File: config.mk
export PLATFORM = sky130hd
export DESIGN_NAME = vr_fifo
export DESIGN_NICKNAME = d
export VERILOG_FILES = /design/src/rtl/vr_fifo.sv
export SDC_FILE = /design/constraint.sdc
export NUM_CORES = 1
export LEC_CHECK = 0
export CORE_UTILIZATION = 50
export DETAILED_ROUTE_END_ITERATION = 10
export DONT_BUFFER_PORTS = 1
export SLEW_MARGIN = 0
export SYNTH_ARGS = -nofsm -noshare
export SYNTH_HDL_FRONTEND = slang
export SYNTH_SLANG_ARGS = --single-unit
File: constraint.sdc
create_clock -name clk -period 3.1 [get_ports clk]
set_clock_uncertainty 0.2 [all_clocks]
set_input_delay 0.93 -clock clk [delete_from_list [all_inputs] [get_ports clk]]
set_output_delay 0.93 -clock clk [all_outputs]
set_load 0.005 [all_outputs]
File: src/rtl/vr_fifo.sv
// First-word-fall-through FIFO with valid/ready output, sticky overflow and drop counter.
// Define VR_FIFO_DROP_CNT_EN to build the saturating drop counter; otherwise drop_cnt is 0.
module vr_fifo #(
  parameter int WIDTH = 8,
  parameter int DEPTH = 4
) (
  input  logic                     clk,
  input  logic                     rst,
  input  logic                     in_valid,
  input  logic [WIDTH-1:0]         in_data,
  output logic                     out_valid,
  output logic [WIDTH-1:0]         out_data,
  input  logic                     out_ready,
  output logic [$clog2(DEPTH):0]   level,
  output logic                     overflow,
  input  logic                     ovf_clr,
  output logic [7:0]               drop_cnt
);

  localparam int AW = $clog2(DEPTH);

  logic [WIDTH-1:0] mem [DEPTH];
  logic [AW:0]      wr_ptr;
  logic [AW:0]      rd_ptr;
  logic             full;
  logic             empty;
  logic             push;
  logic             pop;
  logic             drop;

  // Extra pointer MSB distinguishes full (MSBs differ) from empty (pointers equal).
  assign empty = (wr_ptr == rd_ptr);
  assign full  = (wr_ptr[AW] != rd_ptr[AW]) && (wr_ptr[AW-1:0] == rd_ptr[AW-1:0]);

  assign out_valid = !empty;
  assign out_data  = mem[rd_ptr[AW-1:0]];

  assign pop  = out_valid && out_ready;
  assign push = in_valid && (!full || pop);
  assign drop = in_valid && full && !pop;

  always_ff @(posedge clk) begin
    if (push) begin
      mem[wr_ptr[AW-1:0]] <= in_data;
    end
  end

  always_ff @(posedge clk or posedge rst) begin
    if (rst) begin
      wr_ptr <= '0;
      rd_ptr <= '0;
    end else begin
      if (push) begin
        wr_ptr <= wr_ptr + 1'b1;
      end
      if (pop) begin
        rd_ptr <= rd_ptr + 1'b1;
      end
    end
  end

  always_ff @(posedge clk or posedge rst) begin
    if (rst) begin
      level <= '0;
    end else begin
      case ({push, pop})
        2'b10:   level <= level + 1'b1;
        2'b01:   level <= level - 1'b1;
        default: level <= level;
      endcase
    end
  end

  always_ff @(posedge clk or posedge rst) begin
    if (rst) begin
      overflow <= 1'b0;
    end else if (drop) begin
      overflow <= 1'b1;
    end else if (ovf_clr) begin
      overflow <= 1'b0;
    end
  end

`ifdef VR_FIFO_DROP_CNT_EN
  always_ff @(posedge clk or posedge rst) begin
    if (rst) begin
      drop_cnt <= '0;
    end else if (ovf_clr) begin
      drop_cnt <= drop ? 8'd1 : 8'd0;
    end else if (drop && (drop_cnt != 8'hFF)) begin
      drop_cnt <= drop_cnt + 1'b1;
    end
  end
`else
  assign drop_cnt = '0;
`endif

endmodule

---- After elaboration in Yosys (flattened, before gate mapping) ----
Memory sizes are Yosys's and may differ from the RTL's.
Cells that the tools add are included.
cells by class
  add/sub/neg operators ................... 4
  equal/unequal tests ..................... 5
  multiplexer cells ....................... 5
  reduce and logical (&&, ||, !) cells .... 11
operator list
  kind                                                  count
  adder 3 x 1 -> 3 bit (second input constant)          3
  one-hot mux 3 bit (2 select lines)                    1
  logical AND 1 bit                                     5
  2-to-1 mux 1 bit                                      4
  nonzero test 2 bit                                    2
  equality test 3 bit                                   1
  logical NOT 1 bit                                     3
  subtractor 3 x 1 -> 3 bit (second input constant)     1
  equality test 2 x 1 -> 1 bit (second input constant)  1
  equality test 2 bit                                   1
  equality test 2 bit (second input constant)           1
  logical OR 1 bit                                      1
  != test 1 bit                                         1
storage, ports and cells
  register bits ........................... 10
  bits in writable memories ............... 32
  bits of input ports ..................... 13
  output and inout bits ................... 21
  memories kept ........................... 1
memory list
  memory  depth  bits a word  rd ports  clocked after memory_dff  write ports  RTL line  source
  mem     4      8            1         0                         1            22        logic [WIDTH-1:0] mem [DEPTH];

---- Logic depth before layout (Yosys ltp) ----
Gate-level depths: netlist (run 1).
  depth after elaboration ................. 7
  depth in mapped cells ................... 9
  depth with buffers taken out ............ 8

---- Least setup slack after synthesis (run 1) ----
OpenSTA, ideal clock, no wires.
  path kind ............................... input-to-reg
  start ................................... in out_ready
  end ..................................... reg level[1]
  arrival time ............................ 2294 ps
  required time ........................... 2775 ps
  path slack .............................. 482 ps
  cell stages on the path ................. 4
  path buffers ............................ 0
  cells stage by stage .................... o41ai_2 ha_1 fa_1 mux2_2
between the ends
  word-level cells in the longest chain between the ends .. 5
  elaborated cells on any way between the ends .. 7
  those cells by class .................... eq/ne: 2; mux: 1; reduce/logical: 4
ends and longest elaborated chain
  what                                                                             RTL line  source
  start: declaration                                                               13        input logic out_ready,
  logical AND 1 bit *                                                              38        assign pop = out_valid && out_ready;
  logical OR 1 bit                                                                 39        assign push = in_valid && (!full || pop);
  logical AND 1 bit                                                                39
  equality test 2 x 1 -> 1 bit / equality test 2 bit (equally long branches)       66        case ({push, pop})
  one-hot mux 3 bit (2 select lines) / nonzero test 2 bit (equally long branches)  --
  end signal: assignment                                                           67        2'b10: level <= level + 1'b1;
  end signal: assignment                                                           68        2'b01: level <= level - 1'b1;
  end signal: assignment                                                           69        default: level <= level;
  end: declaration                                                                 14        output logic [$clog2(DEPTH):0] level,
Every way passes the cells marked *; elsewhere a longest branch is shown, timed or not.
A chain may end at the register's enable or synchronous reset.

---- Worst setup path after layout (run 1) ----
  start ................................... reg rd_ptr[0]
  end ..................................... out out_data[3]
between the ends
  word-level cells in the longest chain between the ends .. 1
ends and longest elaborated chain
  what                      RTL line  source
  start: declaration        24        logic [AW:0] rd_ptr;
  start signal: assignment  57        rd_ptr <= rd_ptr + 1'b1;
  memory (4 x 8 bit)        --
  end: declaration          12        output logic [WIDTH-1:0] out_data,
No other way between the ends.

==> impl_metrics.tcl, run 1 <==
set metrics [dict create \
    outcome "finished clean" \
    drt_iter0_drc 10 \
    ys.warnings.count 0 \
    peakVddDrop_mv 0.6269 \
    drive_above_1_share 0.2124 \
    async_flop_share 0.2381 \
    dpl_worst_slack_ns 0.3484 \
    final_util 0.5711 \
    hold_violations 0 \
    max_freq_mhz 382.7 \
    tns_ns 0 \
    critPathKind "reg -> out" \
    ant_nets 0 \
    port_buffers 0 \
    finalWeightedCongestion 0.7733 \
    drv_slew 0 \
    grt_antenna_before_repair 0 \
    grt_pass1_vias 916 \
    vias 858 \
    critical_path.max_fanout 10 \
    holdBufCountCts 0 \
    hold_slack_ns 0.3046 \
    final_cell_area_um2 1981 \
    stdcell_count 159 \
    die_x_um 63.17 \
    period_needed_ns 2.613 \
    wl_per_cell_um 16.51 \
    cts_sinks 42 \
    rsz0062_at_grt "no" \
    hp-class "reg -> reg" \
    power.density_nw_per_um2 959.7 \
    antennaDiodeCount 0 \
    setup_viol 0 \
    cap_violations 0 \
    pin_count 34 \
    grt_usage 0.1533 \
    dp_cells 151 \
    die_h_um 63.17 \
    p_leak_nw 0.7411 \
    period_share 0.8429 \
    fillCellCount 286 \
    placementRows 21 \
    ys_seq_area_frac 0.6475 \
    gr-total-overflow 0 \
    syn_area_per_cell_um2 17.81 \
    synth_area_leaders "edfxtp_1 51%, dfrtp_1 13%, mux4_2 9.6%, ha_1 4.0%, buf_4 3.2%" \
    clk_pin_slew_worst_paths_ns 0.07 \
    synth.most_common_cell "edfxtp_1" \
    crit_path_start_kind "register" \
    via_per_inst 5.396 \
    postCtsSetupBuffers 0 \
    ys_seq_elements 42 \
    cts_resized 0 \
    yosysUniqueCellTypes 28 \
    ys.flop_type "edfxtp_1" \
    routed_wl_mm 2.625 \
    hold_depth 1 \
    regArea_um2 1211 \
    area_growth_pct 5.886 \
    synth-edff-count 32 \
    core_area_um2 3468 \
    synth_top_cell_by_area "edfxtp_1" \
    hpwl_mm 1.904 \
    drc 0 \
    clkLatencyLatePin_ns 0.28 \
    cts_tree "done" \
    setup_ws_ns 0.4871 \
    num-nets-final 132 \
    cp.required_ns 1.97 \
    cts-buffers-inserted 5 \
    clockBufferDepth 2 \
    placed_area_um2 1894 \
    cp-end-kind "output pin" \
    syn_inst 105 \
    cts_root_buffer "clkbuf_8" \
    die_area_um2 3990 \
    grt_pass1_wl_mm 4.416 \
    cts_max_level 2 \
    initial_core_util 0.5393 \
    multi_input_area_um2 576.8 \
    arrival_ns 1.48 \
    synth_top_area_share 0.5137 \
    mappedNetlistArea_um2 1871 \
    grt_start_max_net_pins 14 \
    drt_pre_antenna_iters 4 \
    total_power_mw 1.901 \
    netlist_top_cells_count "32 x edfxtp_1, 10 x dfrtp_1, 8 x buf_4, 8 x mux4_2, 7 x inv_1" \
    reg2reg_depth 5 \
]
[report_power, final]
part / internal, mW / switching, mW / total [mW]
Combinational: 0.331 / 0.353 / 0.684
Sequential: 0.777 / 0.110 / 0.887
Clock: 0.159 / 0.172 / 0.331
[cells in the final DEF, fill, tap and decap left out]
cell / count
nand2_1: 1
ha_1: 6
edfxtp_1: 32
and3_1: 5
o31ai_1: 1
mux4_2: 8
xor2_2: 1
clkinv_4: 1
xnor2_1: 5
o311ai_0: 1
clkbuf_1: 1
nor3_1: 1
or4_4: 1
o41ai_2: 1
nor2_1: 2
o311a_1: 1
inv_1: 7
mux2i_1: 1
mux2_1: 1
conb_1: 8
clkbuf_8: 5
clkinv_2: 1
dfrtp_1: 10
o22ai_1: 1
xor2_4: 1
xor2_1: 2
fa_1: 1
buf_4: 3
a21oi_1: 1
mux2_2: 2
a221o_1: 1
[cells by family (layout without fill, tap and decap cells)]
group,count (synthesis),count (layout),synth area share
AND/OR/NAND/NOR,10,10,0.03143
adder cells (fa/ha/maj),7,7,0.05084
XOR/XNOR,9,9,0.05619
buffers and inverters,17,18,0.05820
AO/OA/AOI/OAI,7,7,0.03412
multiplexers,12,12,0.1197
flip-flops,42,42,0.6475
other,1,8,0.002005
[final timing paths]
path,slack (ns),to,start
worst max-delay path,0.49,out_data[3],rd_ptr[0]
worst max register to register,0.61,level[1],wr_ptr[1]
worst min-delay path,0.30,level[2],level[2]
max in group asynchronous,2.10,overflow,rst
worst min register to register,0.30,level[2],level[2]
min in group asynchronous,0.31,level[1],rst
[registers in the layout, summed over array words and instances (netlist names)]
name / count
overflow: 1
mem: 32
level: 3
wr_ptr: 3
rd_ptr: 3
[worst max-delay path, stage by stage (launching register included)]
cell and delay [ns]:
dfrtp_1 0.39, buf_4 0.25, mux4_2 0.56
[routing by layer]
layer / GRT usage / part of all wire / vias up
met5: 0 / 0 / -
met3: 0.04891 / 0.057 / 4
li1: - / - / 390
met4: 0.06105 / 0.013 / 0
met2: 0.2460 / 0.49 / 35
met1: 0.1927 / 0.44 / 429
[layout make-up]
cell class	instances	area share
Sequential cell	42	0.6115
Multi-Input combinational cell	53	0.2912
Clock buffer	6	0.03664
Tap cell	46	0.02906
Inverter	7	0.01327
Timing Repair Buffer	3	0.01137
Clock inverter	2	0.006949
No activity file was read; power rests on OpenSTA's default activity.
==> inputs of run 2 (changes only) <==
==> constraint.sdc (replaced) <==
create_clock -name clk -period 2.6 [get_ports clk]
set_clock_uncertainty 0.2 [all_clocks]
set_input_delay 0.78 -clock clk [delete_from_list [all_inputs] [get_ports clk]]
set_output_delay 0.78 -clock clk [all_outputs]
set_load 0.005 [all_outputs]
==> run 2 against run 1 <==
  * Highest routed layer unchanged
  * Flip-flop and latch count stayed put
  * First-iteration DRC count grew to 7.9 times the previous value
  * Clock power is 78% higher
  * Non-clock buffer count is 1 higher
  * Combinational power is 19% higher
  * Die area stayed put
  * Critical path type unchanged
==> impl_metrics.tcl, run 2 (synthesized netlist as in run 1, its figures left out) <==
set metrics [dict create \
    wl_per_cell_um 17.09 \
    cts_tree "done" \
    hold_violations 0 \
    largest_register_ffs 32 \
    path_delay_family "multiplexers" \
    grt_pass1_vias 893 \
    power.internal_mw 1.703 \
    power_switching_mw 0.7628 \
    dp_cells 152 \
    critical_path.max_fanout 10 \
    clkLatencyLatePin_ns 0.29 \
    grt_pass1_wl_mm 4.402 \
    hp-class "in -> async" \
    setup_viol 0 \
    area_growth_pct 8.762 \
    cts-buffers-inserted 5 \
    port_buffers 0 \
    tns_ns 0 \
    ant_nets 0 \
    drt_pre_antenna_iters 4 \
    crit_chain "buf_4, mux4_2" \
    drt_iter0_drc 79 \
    combPwrFrac 0.329 \
    pin_count 34 \
    grt_usage 0.1575 \
    pwr-share-clk 0.239 \
    period_share 0.9480 \
    p_seq_frac 0.432 \
    max_stage_delay_ns 0.56 \
    grt_antenna_before_repair 0 \
    vias 876 \
    period_needed_ns 2.465 \
    postCtsSetupBuffers 0 \
    via_per_inst 5.475 \
    critPathKind "reg -> out" \
    arrival_ns 1.48 \
    cp.required_ns 1.62 \
    crit_path_start_kind "register" \
    routed_wl_mm 2.735 \
    drive_above_1_share 0.2193 \
    initial_core_util 0.5393 \
    p_leak_nw 0.7665 \
    cts_sinks 42 \
    cap_violations 0 \
    max_freq_mhz 405.7 \
    placementRows 21 \
    cp-end-kind "output pin" \
    path_buf_inv 1 \
    gr-total-overflow 0 \
    stdcell_count 160 \
    hpwl_mm 1.880 \
    drv_slew 0 \
    clk_pin_slew_worst_paths_ns 0.08 \
    grt_start_max_net_pins 14 \
    fillCellCount 268 \
    cts_resized 0 \
    regArea_um2 1211 \
    cts_max_level 2 \
    die_area_um2 3990 \
    reg2reg_depth 8 \
    r2r_start "wr_ptr[1]" \
    reg2reg_to "level[2]" \
    outcome "finished clean" \
    peakVddDrop_mv 0.6948 \
    core_area_um2 3468 \
    swShare 0.3094 \
    multi_input_area_um2 576.8 \
    clockBufferDepth 2 \
    final_cell_mix "32 x edfxtp_1, 10 x dfrtp_1, 8 x mux4_2, 8 x conb_1, 7 x inv_1" \
    cts_root_buffer "clkbuf_8" \
    holdBufCountCts 0 \
    num-nets-final 133 \
    rsz0062_at_grt "no" \
    power.density_nw_per_um2 1212 \
    antennaDiodeCount 0 \
    drc 0 \
    die_x_um 63.17 \
    slowest_stage "mux4_2" \
    die_h_um 63.17 \
    finalWeightedCongestion 0.7887 \
    reg2reg_slack_ns 0.16 \
    mostFrequentLayoutCell "edfxtp_1" \
]
-- run 2: cell types whose count changed in the layout (fill, tap and decap cells not counted) --
| cell | delta |
|---|---|
| bufinv_16 | +2 |
| buf_4 | +1 |
| clkbuf_1 | -1 |
| clkinv_1 | +1 |
| clkinv_2 | -1 |
| clkinv_4 | -1 |
-- run 2: final cells by class --
cell class                      count  area share
Timing Repair Buffer                4     0.01476
Multi-Input combinational cell     53      0.2835
Inverter                            7     0.01292
Clock buffer                        5     0.03383
Clock inverter                      3     0.03137
Sequential cell                    42      0.5953
Tap cell                           46     0.02829
-- run 2: metal layers --
metal	GRT usage	part of all wire
met4	0.07849	0.012
met2	0.2540	0.48
met5	0	0
met1	0.1731	0.42
met3	0.07428	0.082
-- run 2: worst max-delay path by stage --
stage / startpoint / endpoint / depth (start not counted)
floorplan: out_ready / level[1] / 4
global placement: out_ready / level[1] / 4
detailed placement: out_ready / level[1] / 4
CTS: rd_ptr[0] / out_data[5] / 2
global route: wr_ptr[1] / level[2] / 8
finish: rd_ptr[0] / out_data[3] / 2
-- run 2: stage by stage --
stage | utilization | instance area [um2] | setup WS, ns | power [mW] | hold WS [ns]
finish | 0.5866 | 2034 | 0.1352 | 2.465 | 0.1550
floorplan | - | 1897 | 0.1318 | 1.738 | 0.2647
detailed placement | 0.5483 | 1902 | 0.1580 | 1.906 | 0.2845
CTS | 0.5866 | 2034 | 0.1106 | 2.497 | 0.1585
global route | 0.5866 | 2034 | 0.02264 | 2.620 | 0.1776
global placement | 0.5483 | 1902 | 0.1927 | 1.876 | 0.2897
-- run 2: power groups by stage --
stage	Sequential, mW	Clock, mW	Combinational (mW)
floorplan	1.04	0	0.701
global placement	1.07	0	0.808
detailed placement	1.08	0	0.828
CTS	1.07	0.600	0.829
global route	1.09	0.628	0.903
finish	1.06	0.589	0.811
